### src/rtl/mod_counter.sv
// mod_counter: parametrised modulo up/down counter with wrap or saturate behaviour.
//
// Counts over 0..MAX. With en=1, up=1 and default parameters the output
// sequence is 0,1,...,128,0,...
//
// Parameters:
//   WIDTH    - counter width in bits
//   MAX      - terminal value, inclusive (1 <= MAX <= 2^WIDTH-1)
//   SATURATE - 0: wrap at the boundaries, 1: hold at the boundaries
//   WCNT_W   - width of the saturating wrap/saturate event counter
//
// Ports:
//   clk      - clock, all state updates on posedge
//   rst      - synchronous active-high reset, dominates all other inputs
//   en       - count enable
//   up       - direction (1 = increment, 0 = decrement), used only when en=1
//   load     - synchronous load strobe, wins over en
//   load_val - load value, clamped to MAX
//   Q        - current count (registered)
//   at_max   - Q == MAX (combinational)
//   at_zero  - Q == 0 (combinational)
//   wrap     - one-cycle pulse on a wrap transition (SATURATE=0)
//   sat      - one-cycle pulse on a blocked step at a boundary (SATURATE=1)
//   wrap_cnt - number of wrap/sat events since reset, saturates at all-ones
module mod_counter #(
  parameter int unsigned WIDTH    = 8,
  parameter int unsigned MAX      = 128,
  parameter bit          SATURATE = 1'b0,
  parameter int unsigned WCNT_W   = 16
) (
  input  logic              clk,
  input  logic              rst,
  input  logic              en,
  input  logic              up,
  input  logic              load,
  input  logic [WIDTH-1:0]  load_val,
  output logic [WIDTH-1:0]  Q,
  output logic              at_max,
  output logic              at_zero,
  output logic              wrap,
  output logic              sat,
  output logic [WCNT_W-1:0] wrap_cnt
);

  // Reject illegal terminal values at elaboration time.
  if (WIDTH < 1 || WCNT_W < 1) begin : gen_bad_width
    $error("mod_counter: WIDTH and WCNT_W must be at least 1");
  end
  if (MAX < 1 || (WIDTH < 32 && MAX > ((32'd1 << WIDTH) - 32'd1))) begin : gen_bad_max
    $error("mod_counter: MAX must satisfy 1 <= MAX <= 2^WIDTH-1");
  end

  localparam logic [WIDTH-1:0]  MaxVal  = WIDTH'(MAX);
  localparam logic [WCNT_W-1:0] CntFull = {WCNT_W{1'b1}};

  logic [WIDTH-1:0]  q_q, q_d;
  logic              wrap_q, wrap_d;
  logic              sat_q, sat_d;
  logic [WCNT_W-1:0] wcnt_q, wcnt_d;

  always_comb begin
    q_d    = q_q;
    wrap_d = 1'b0;
    sat_d  = 1'b0;
    if (load) begin
      q_d = (load_val > MaxVal) ? MaxVal : load_val;
    end else if (en) begin
      if (up) begin
        // Boundary test happens before the increment, so Q+1 never overflows
        // into the result when MAX is all-ones.
        if (q_q == MaxVal) begin
          if (SATURATE) begin
            sat_d = 1'b1;
          end else begin
            q_d    = '0;
            wrap_d = 1'b1;
          end
        end else begin
          q_d = q_q + WIDTH'(1);
        end
      end else begin
        if (q_q == '0) begin
          if (SATURATE) begin
            sat_d = 1'b1;
          end else begin
            q_d    = MaxVal;
            wrap_d = 1'b1;
          end
        end else begin
          q_d = q_q - WIDTH'(1);
        end
      end
    end
  end

  always_comb begin
    wcnt_d = wcnt_q;
    if ((wrap_d || sat_d) && (wcnt_q != CntFull)) begin
      wcnt_d = wcnt_q + WCNT_W'(1);
    end
  end

  always_ff @(posedge clk) begin
    if (rst) begin
      q_q    <= '0;
      wrap_q <= 1'b0;
      sat_q  <= 1'b0;
      wcnt_q <= '0;
    end else begin
      q_q    <= q_d;
      wrap_q <= wrap_d;
      sat_q  <= sat_d;
      wcnt_q <= wcnt_d;
    end
  end

  assign Q        = q_q;
  assign at_max   = (q_q == MaxVal);
  assign at_zero  = (q_q == '0);
  assign wrap     = wrap_q;
  assign sat      = sat_q;
  assign wrap_cnt = wcnt_q;

endmodule

### config.mk
export PLATFORM = sky130hd
export DESIGN_NAME = mod_counter
export DESIGN_NICKNAME = d
export VERILOG_FILES = /design/src/rtl/mod_counter.sv
export SDC_FILE = /design/constraint.sdc
export NUM_CORES = 1
export LEC_CHECK = 0
export ABC_CLOCK_PERIOD_IN_PS = 2100
export CAP_MARGIN = 20
export CORE_MARGIN = 8
export CORE_UTILIZATION = 52
export CTS_BUF_LIST = sky130_fd_sc_hd__clkbuf_8
export DETAILED_ROUTE_END_ITERATION = 16
export MAX_ROUTING_LAYER = met4
export PLACE_DENSITY = 0.9
export SLEW_MARGIN = 20
export SYNTH_ARGS = -nofsm -noshare
export SYNTH_HDL_FRONTEND = slang
export SYNTH_SLANG_ARGS = --single-unit
### constraint.sdc
create_clock -name clk -period 2.1 [get_ports clk]
set_input_delay 0.42 -clock clk [delete_from_list [all_inputs] [get_ports clk]]
set_output_delay 0.42 -clock clk [all_outputs]
set_load 0.01 [all_outputs]
==> results.md, run 1 <==
* Crit path kind: reg -> out
* Mapped Area at about 1700 um^2
* Fin. max-slew vios at 0
* IO Count at slightly above 40
* Final WL at 4840 um
* Die width at approximately 74 um
* Pin count of the biggest net entering global routing at 28
* Layout cell share with drive strength beyond 1 at 0.171
* Post-cts hold buffer count at 0
* Endpoints failing setup at 0
* Cell area power density at 480 nW/um^2
* Clock Power Share at 0.251
* Placement Cell Area at 2260 um^2
* Seq cells post-synth at 25
* Crit path time final at about 2.0 ns
* Worst setup path endpoint: at_zero
* Diodes inserted at 0
* Cells after synthesis at 208
* GRT Overall Usage at 0.193
* Vias in the first global route at approximately 1700
* Drt initial violations at 170
* Die Ht at about 74 um
* CTS Root Cell: clkbuf_8
* Core Region at 3280 um^2
* Residual DRC count at 0
* Fmax at 0.497 GHz
* R2r endpoint: wrap_cnt[4]$_SDFFE_PP0P_
* Synth-to-layout area growth at 32.4%
* Yosys top cell area share at 0.287
* Critical R2R Launch: wrap_cnt[0]$_SDFFE_PP0P_
* Final hold vios at 0
* Leading area contributor after synthesis: dfxtp_1
* Number of CTS-inserted buffers at 3
* Switch Pwr at roughly 0.33 mW
* Register share of total power at 0.456
* Critical Path AT at 1.59 ns
* Post-synth EDFFs at 0
* Die area at 5460 um^2
* Fin nets at approximately 280
* Clock Sinks at 25
* IO Port Bufs at 39
* Initial antenna violation count at 0
* Clock latency on the worst-skew pair at roughly 0.27 ns
* Main synth FF type: dfxtp_1
* Tcrit/Tclk final at 0.958
* Antenna Nets Post-Route at 0
* Synth warn at 0
* Via count at approximately 1800
* Largest cells by area after synthesis: dfxtp_1, xnor2_1, nor2_1, nand2_1, nand3_1
* Post-Syn Nets at 225
* Type of origin of the critical path: flip-flop
* Worst setup startpoint: Q[5]$_SDFFE_PP0P_
* Distinct cells, synth at between 50 and 60
* Gp weighted congestion at around 1.1
* Reg2Reg Depth at 6
* Deepest clock path buffer count at 2
* Vias/cell at about 6
* First-pass GRT wire length at 8050 um
* Utilization after layout at 0.702
* Clk pin slew, worst setup/hold paths at 0.08 ns
* DPL Wire Length at 3760 um
* Hold slack at 0.525 ns
* H-tree depth at 1
* Crit. End Element: output pin
* P_int at between 0.7 and 0.8 mW
* Wire per inst at 16.0 um
* Outcome: finished clean
* Clock Skews at 0.00481 ns
* Fraction of registers with async set/reset at 0
* Commonest cells after routing, fill and taps aside: clkdlybuf4s50_1, dfxtp_1, nor2_1
* Drt pass-1 iters at 4
* CTS tree: built
* Design Area, Final at ~2300 um^2
* GRT overflow at 0
* Reg2reg setup slack at 0.32 ns
* Starting density of the core at 0.531
* Mean post-synth cell area at around 8.4 um^2
* Cell leakage power at 0.828 nW
* Critical Path RT at 1.68 ns
* Switching Share at 0.299
* Num rows at 21
* Most common cell after layout, fill and taps aside: clkdlybuf4s50_1
* Worst Path Max Fanout at 4
* Hold Crit Class: reg -> reg
* Register area share after synthesis at 0.287
* Max-cap viol count at 0
* Comb pwr share at 0.293
* RSZ-0062 raised after global routing: no
* Peak VDD IR at 0.476 mV
## how the worst min path moves through the flow
stage,depth (start not counted),start,slack [ns],endpoint
2_1_floorplan,2,wrap_cnt[1]$_SDFFE_PP0P_,0.52,wrap_cnt[1]$_SDFFE_PP0P_
3_3_place_gp,2,wrap_cnt[1]$_SDFFE_PP0P_,0.50,wrap_cnt[1]$_SDFFE_PP0P_
3_5_place_dp,2,wrap_cnt[1]$_SDFFE_PP0P_,0.51,wrap_cnt[1]$_SDFFE_PP0P_
4_1_cts,2,wrap_cnt[1]$_SDFFE_PP0P_,0.53,wrap_cnt[1]$_SDFFE_PP0P_
5_1_grt,2,wrap_cnt[1]$_SDFFE_PP0P_,0.54,wrap_cnt[1]$_SDFFE_PP0P_
6_report,2,wrap_cnt[1]$_SDFFE_PP0P_,0.53,wrap_cnt[1]$_SDFFE_PP0P_
## Yosys cell counts, drive strengths merged (2+ instances only)
master / instances
nor2: 27
dfxtp: 25
nand2: 16
xnor2: 13
inv: 11
nand3: 11
a21oi: 8
nor3: 8
buf: 7
clkbuf: 6
o21ai: 6
a31oi: 5
nand4: 5
nor4: 5
ha: 4
a221oi: 3
and3: 3
and4: 3
o221ai: 3
xor2: 3
a211o: 2
a211oi: 2
and2: 2
and4b: 2
nand2b: 2
o31ai: 2
o41a: 2
or2: 2
## layer usage
| metal | track usage | part of all wire | vias up |
|---|---|---|---|
| li1 | - | - | 857 |
| met1 | 0.243 | 0.44 | 829 |
| met2 | 0.295 | 0.45 | 78 |
| met3 | 0.0477 | 0.089 | 9 |
| met4 | 0.0554 | 0.018 | 0 |
| met5 | - | 0 | - |
## power groups by stage
stage	Clock, mW	Combinational [mW]	Sequential (mW)
4_1_cts	0.287	0.317	0.505
3_5_place_dp	0	0.318	0.516
3_3_place_gp	0	0.312	0.516
6_report	0.278	0.324	0.505
2_1_floorplan	0	0.187	0.520
5_1_grt	0.308	0.349	0.507
## per-stage QoR
step                      power (mW)  std cells  TNS [ns]  worst slack, ns
after floorplan                0.707        208         0            0.306
after global placement         0.828        298         0          0.00352
after detailed placement       0.834        298   -0.0181          -0.0181
after CTS                       1.11        302         0           0.0868
after global routing            1.16        303         0           0.0138
final                           1.11        303         0           0.0876
## sequential cells by signal, summed over array words and instances (netlist names)
name / count
Q: 8
wrap: 1
wrap_cnt: 16
## kinds of logic (layout without fill, tap and decap cells)
| group | after synthesis | after routing | share of synthesized area |
|---|---|---|---|
| compound gates | 43 | 43 | 0.187 |
| xor+xnor | 16 | 16 | 0.0847 |
| fa+ha+maj | 4 | 4 | 0.0287 |
| buf+inv | 24 | 73 | 0.0632 |
| flops | 25 | 25 | 0.287 |
| mux | 1 | 1 | 0.00574 |
| other cells | 1 | 1 | 0.00215 |
| simple gates | 94 | 94 | 0.341 |
## layout make-up
cell class / instances / area (um^2)
Inverter: 11 / 41.3
Clock buffer: 3 / 41.3
Sequential cell: 25 / 500
Clock inverter: 1 / 3.75
Tap cell: 46 / 57.6
Fill cell: 263 / 977
Multi-Input combinational cell: 159 / 1130
Timing Repair Buffer: 58 / 531
## timing repair
action,4_1_cts,5_1_grt
pin swaps,0,1
setup buffers,0,1
setup endpoints to repair,2,2
resized for setup,2,0
## worst max-delay path, cell delays in order (launching register included)
cell           delay, ns
dfxtp_1             0.35
nor4_4              0.31
buf_4               0.18
and3_4              0.21
dlygate4sd2_1       0.28
No activity file was read; power rests on OpenSTA's default activity.
==> inputs of run 2 (changes only) <==
--- a/config.mk
+++ b/config.mk
@@ -13,6 +13,7 @@
 export DETAILED_ROUTE_END_ITERATION = 16
 export MAX_ROUTING_LAYER = met4
 export PLACE_DENSITY = 0.9
+export REMOVE_ABC_BUFFERS = 1
 export SLEW_MARGIN = 20
 export SYNTH_ARGS = -nofsm -noshare
 export SYNTH_HDL_FRONTEND = slang
==> run 2 against run 1 <==
  * Combinational power rose by 6%
  * Clock power rose by 12%
  * Die area unchanged
  * Critical path type unchanged
  * Largest cell class unchanged
==> results.md, run 2 (synthesized netlist as in run 1, its figures left out) <==
* Register area at 502 um^2 (was 500 um^2)
* Hold_sp: wrap_cnt[1]$_SDFFE_PP0P_ (unchanged)
* Reg2reg setup slack at 0.27 ns (was 0.32 ns)
* Worst Path Max Fanout at 2 (was 4)
* Starting density of the core at 0.531 (unchanged)
* Final WL at 4860 um (was 4840 um)
* Diodes inserted at 0 (unchanged)
* Deepest clock path buffer count at 2 (unchanged)
* GRT Overall Usage at 0.189 (was 0.193)
* P_int at 0.791 mW (was 0.776 mW)
* Worst setup startpoint: Q[5]$_SDFFE_PP0P_ (unchanged)
* GRT overflow at 0 (unchanged)
* RSZ-0062 raised after global routing: no (unchanged)
* Fin. max-slew vios at 0 (unchanged)
* Cell leakage power at 0.847 nW (was 0.828 nW)
* Die Ht at 73.9 um (unchanged)
* Residual DRC count at 0 (unchanged)
* Critical Path AT at 1.61 ns (was 1.59 ns)
* Endpoints failing setup at 0 (unchanged)
* Clock Sinks at 25 (unchanged)
* Non-filler cells, final at 308 (was 303)
* Critical Path RT at 1.68 ns (about the same)
* Fmax at 0.492 GHz (was 0.497 GHz)
* Peak VDD IR at 0.289 mV (was 0.476 mV)
* Most common cell after layout, fill and taps aside: clkdlybuf4s50_1 (unchanged)
* Tcrit/Tclk final at 0.968 (was 0.958)
* R2r endpoint: wrap_cnt[2]$_SDFFE_PP0P_ (was wrap_cnt[4]$_SDFFE_PP0P_)
* Max FFs per register at 16 (unchanged)
* Clk pin slew, worst setup/hold paths at 0.10 ns (was 0.08 ns)
* Max-cap viol count at 0 (unchanged)
* Drt initial violations at 188 (was 170)
* H-tree depth at 1 (unchanged)
* Gp weighted congestion at 0.935 (was 1.09)
* Synth-to-layout area growth at 34.6% (was 32.4%)
* IO Count at 41 (unchanged)
* Die width at 73.9 um (unchanged)
* Pre-CTS WS at -0.0228 ns (was -0.0181 ns)
* Drt pass-1 iters at 4 (unchanged)
* Number of CTS-inserted buffers at 3 (unchanged)
* Tot Pwr at 1.16 mW (was 1.11 mW)
* Wire per inst at 15.8 um (was 16.0 um)
* Num rows at 21 (unchanged)
* Layout cell share with drive strength beyond 1 at 0.198 (was 0.171)
* Initial antenna violation count at 0 (unchanged)
* Clock Power Share at 0.269 (was 0.251)
* Switching Share at 0.315 (was 0.299)
* Outcome: finished clean (unchanged)
* Type of origin of the critical path: flip-flop (unchanged)
* Area occupied by multi-input gates at 1130 um^2 (unchanged)
* Reg2Reg Depth at 7 (was 6)
* Critical R2R Launch: Q[5]$_SDFFE_PP0P_ (was wrap_cnt[0]$_SDFFE_PP0P_)
* Placed cells at 302 (was 298)
* Switch Pwr at 0.365 mW (was 0.331 mW)
* Hold Crit Class: reg -> reg (unchanged)
* Worst setup path endpoint: at_max (was at_zero)
* Antenna Nets Post-Route at 0 (unchanged)
* Design Area, Final at 2350 um^2 (was 2310 um^2)
* Filler Cell Count at 252 (was 263)
* Via count at 1791 (was 1773)
* Fin worst setup slack at 0.0680 ns (was 0.0876 ns)
* Hold slack at 0.527 ns (was 0.525 ns)
* Crit path time final at 2.03 ns (was 2.01 ns)
* Commonest cells after routing, fill and taps aside: clkdlybuf4s50_1, nor2_1, dfxtp_1, buf_4, nand2_1 (was clkdlybuf4s50_1, dfxtp_1, nor2_1)
* IO Port Bufs at 39 (unchanged)
* Register share of total power at 0.434 (was 0.456)
* Final hold vios at 0 (unchanged)
* CTS Root Cell: clkbuf_8 (unchanged)
* DPL Wire Length at 3450 um (was 3760 um)
* Placement Cell Area at 2290 um^2 (was 2260 um^2)
* Clock latency on the worst-skew pair at 0.28 ns (was 0.27 ns)
* Die area at 5460 um^2 (unchanged)
* Vias in the first global route at 1701 (was 1662)
* Core Region at 3280 um^2 (unchanged)
* Pin count of the biggest net entering global routing at 28 (unchanged)
* Vias/cell at 5.81 (was 5.85)
* Cell area power density at 493 nW/um^2 (was 480 nW/um^2)
* Clock Skews at 0.00412 ns (was 0.00481 ns)
* Fin nets at 280 (was 275)
* CTS tree: built (unchanged)
* Crit. End Element: output pin (unchanged)
* Comb pwr share at 0.296 (was 0.293)
* First-pass GRT wire length at 7990 um (was 8050 um)
* Crit path kind: reg -> out (unchanged)
-- run 2: repair_timing --
action,in CTS,in global routing
hold buffers,0,0
setup buffers,2,0
setup endpoints to repair,2,0
resized for setup,6,0
-- run 2: how the worst min path moves through the flow --
stage	end	slack [ns]	depth (start not counted)
2_1_floorplan	wrap_cnt[1]$_SDFFE_PP0P_	0.49	1
3_3_place_gp	wrap_cnt[1]$_SDFFE_PP0P_	0.50	2
3_5_place_dp	wrap_cnt[1]$_SDFFE_PP0P_	0.51	2
4_1_cts	wrap_cnt[1]$_SDFFE_PP0P_	0.53	2
5_1_grt	wrap_cnt[1]$_SDFFE_PP0P_	0.56	2
6_report	wrap_cnt[1]$_SDFFE_PP0P_	0.53	2
-- run 2: stage by stage --
stage           util  setup TNS (ns)
2_1_floorplan      -               0
3_3_place_gp   0.696               0
3_5_place_dp   0.696         -0.0583
4_1_cts        0.714               0
5_1_grt        0.714               0
6_report       0.714               0
-- run 2: critical path, stage by stage, from the launching register on --
cell and delay (ns):
dfxtp_2 0.35, nor4_4 0.36, buf_4 0.18, and3_4 0.18, and2_4 0.13, buf_2 0.13
-- run 2: final cells by class --
class	count	share of cell area
clock inverter	1	0.00320
multi-input combinational	159	0.483
inverter	11	0.0176
clock buffer	3	0.0176
tap	46	0.0245
sequential	25	0.214
timing repair buffer	63	0.241
-- run 2: power groups by stage --
| stage | clock, mW | combinational, mW | sequential, mW |
|---|---|---|---|
| final | 0.311 | 0.343 | 0.502 |
| after global routing | 0.326 | 0.369 | 0.504 |
| after CTS | 0.309 | 0.338 | 0.502 |
| after detailed placement | 0 | 0.327 | 0.513 |
| after global placement | 0 | 0.321 | 0.512 |
| after floorplan | 0 | 0.148 | 0.529 |
-- run 2: routing by layer --
metal  track usage  up-vias  wire [um]
li1              -      865          -
met1         0.226      829       2050
met2         0.300       80       2340
met3        0.0273       17        331
met4        0.0953        0        140
met5             -        -          0
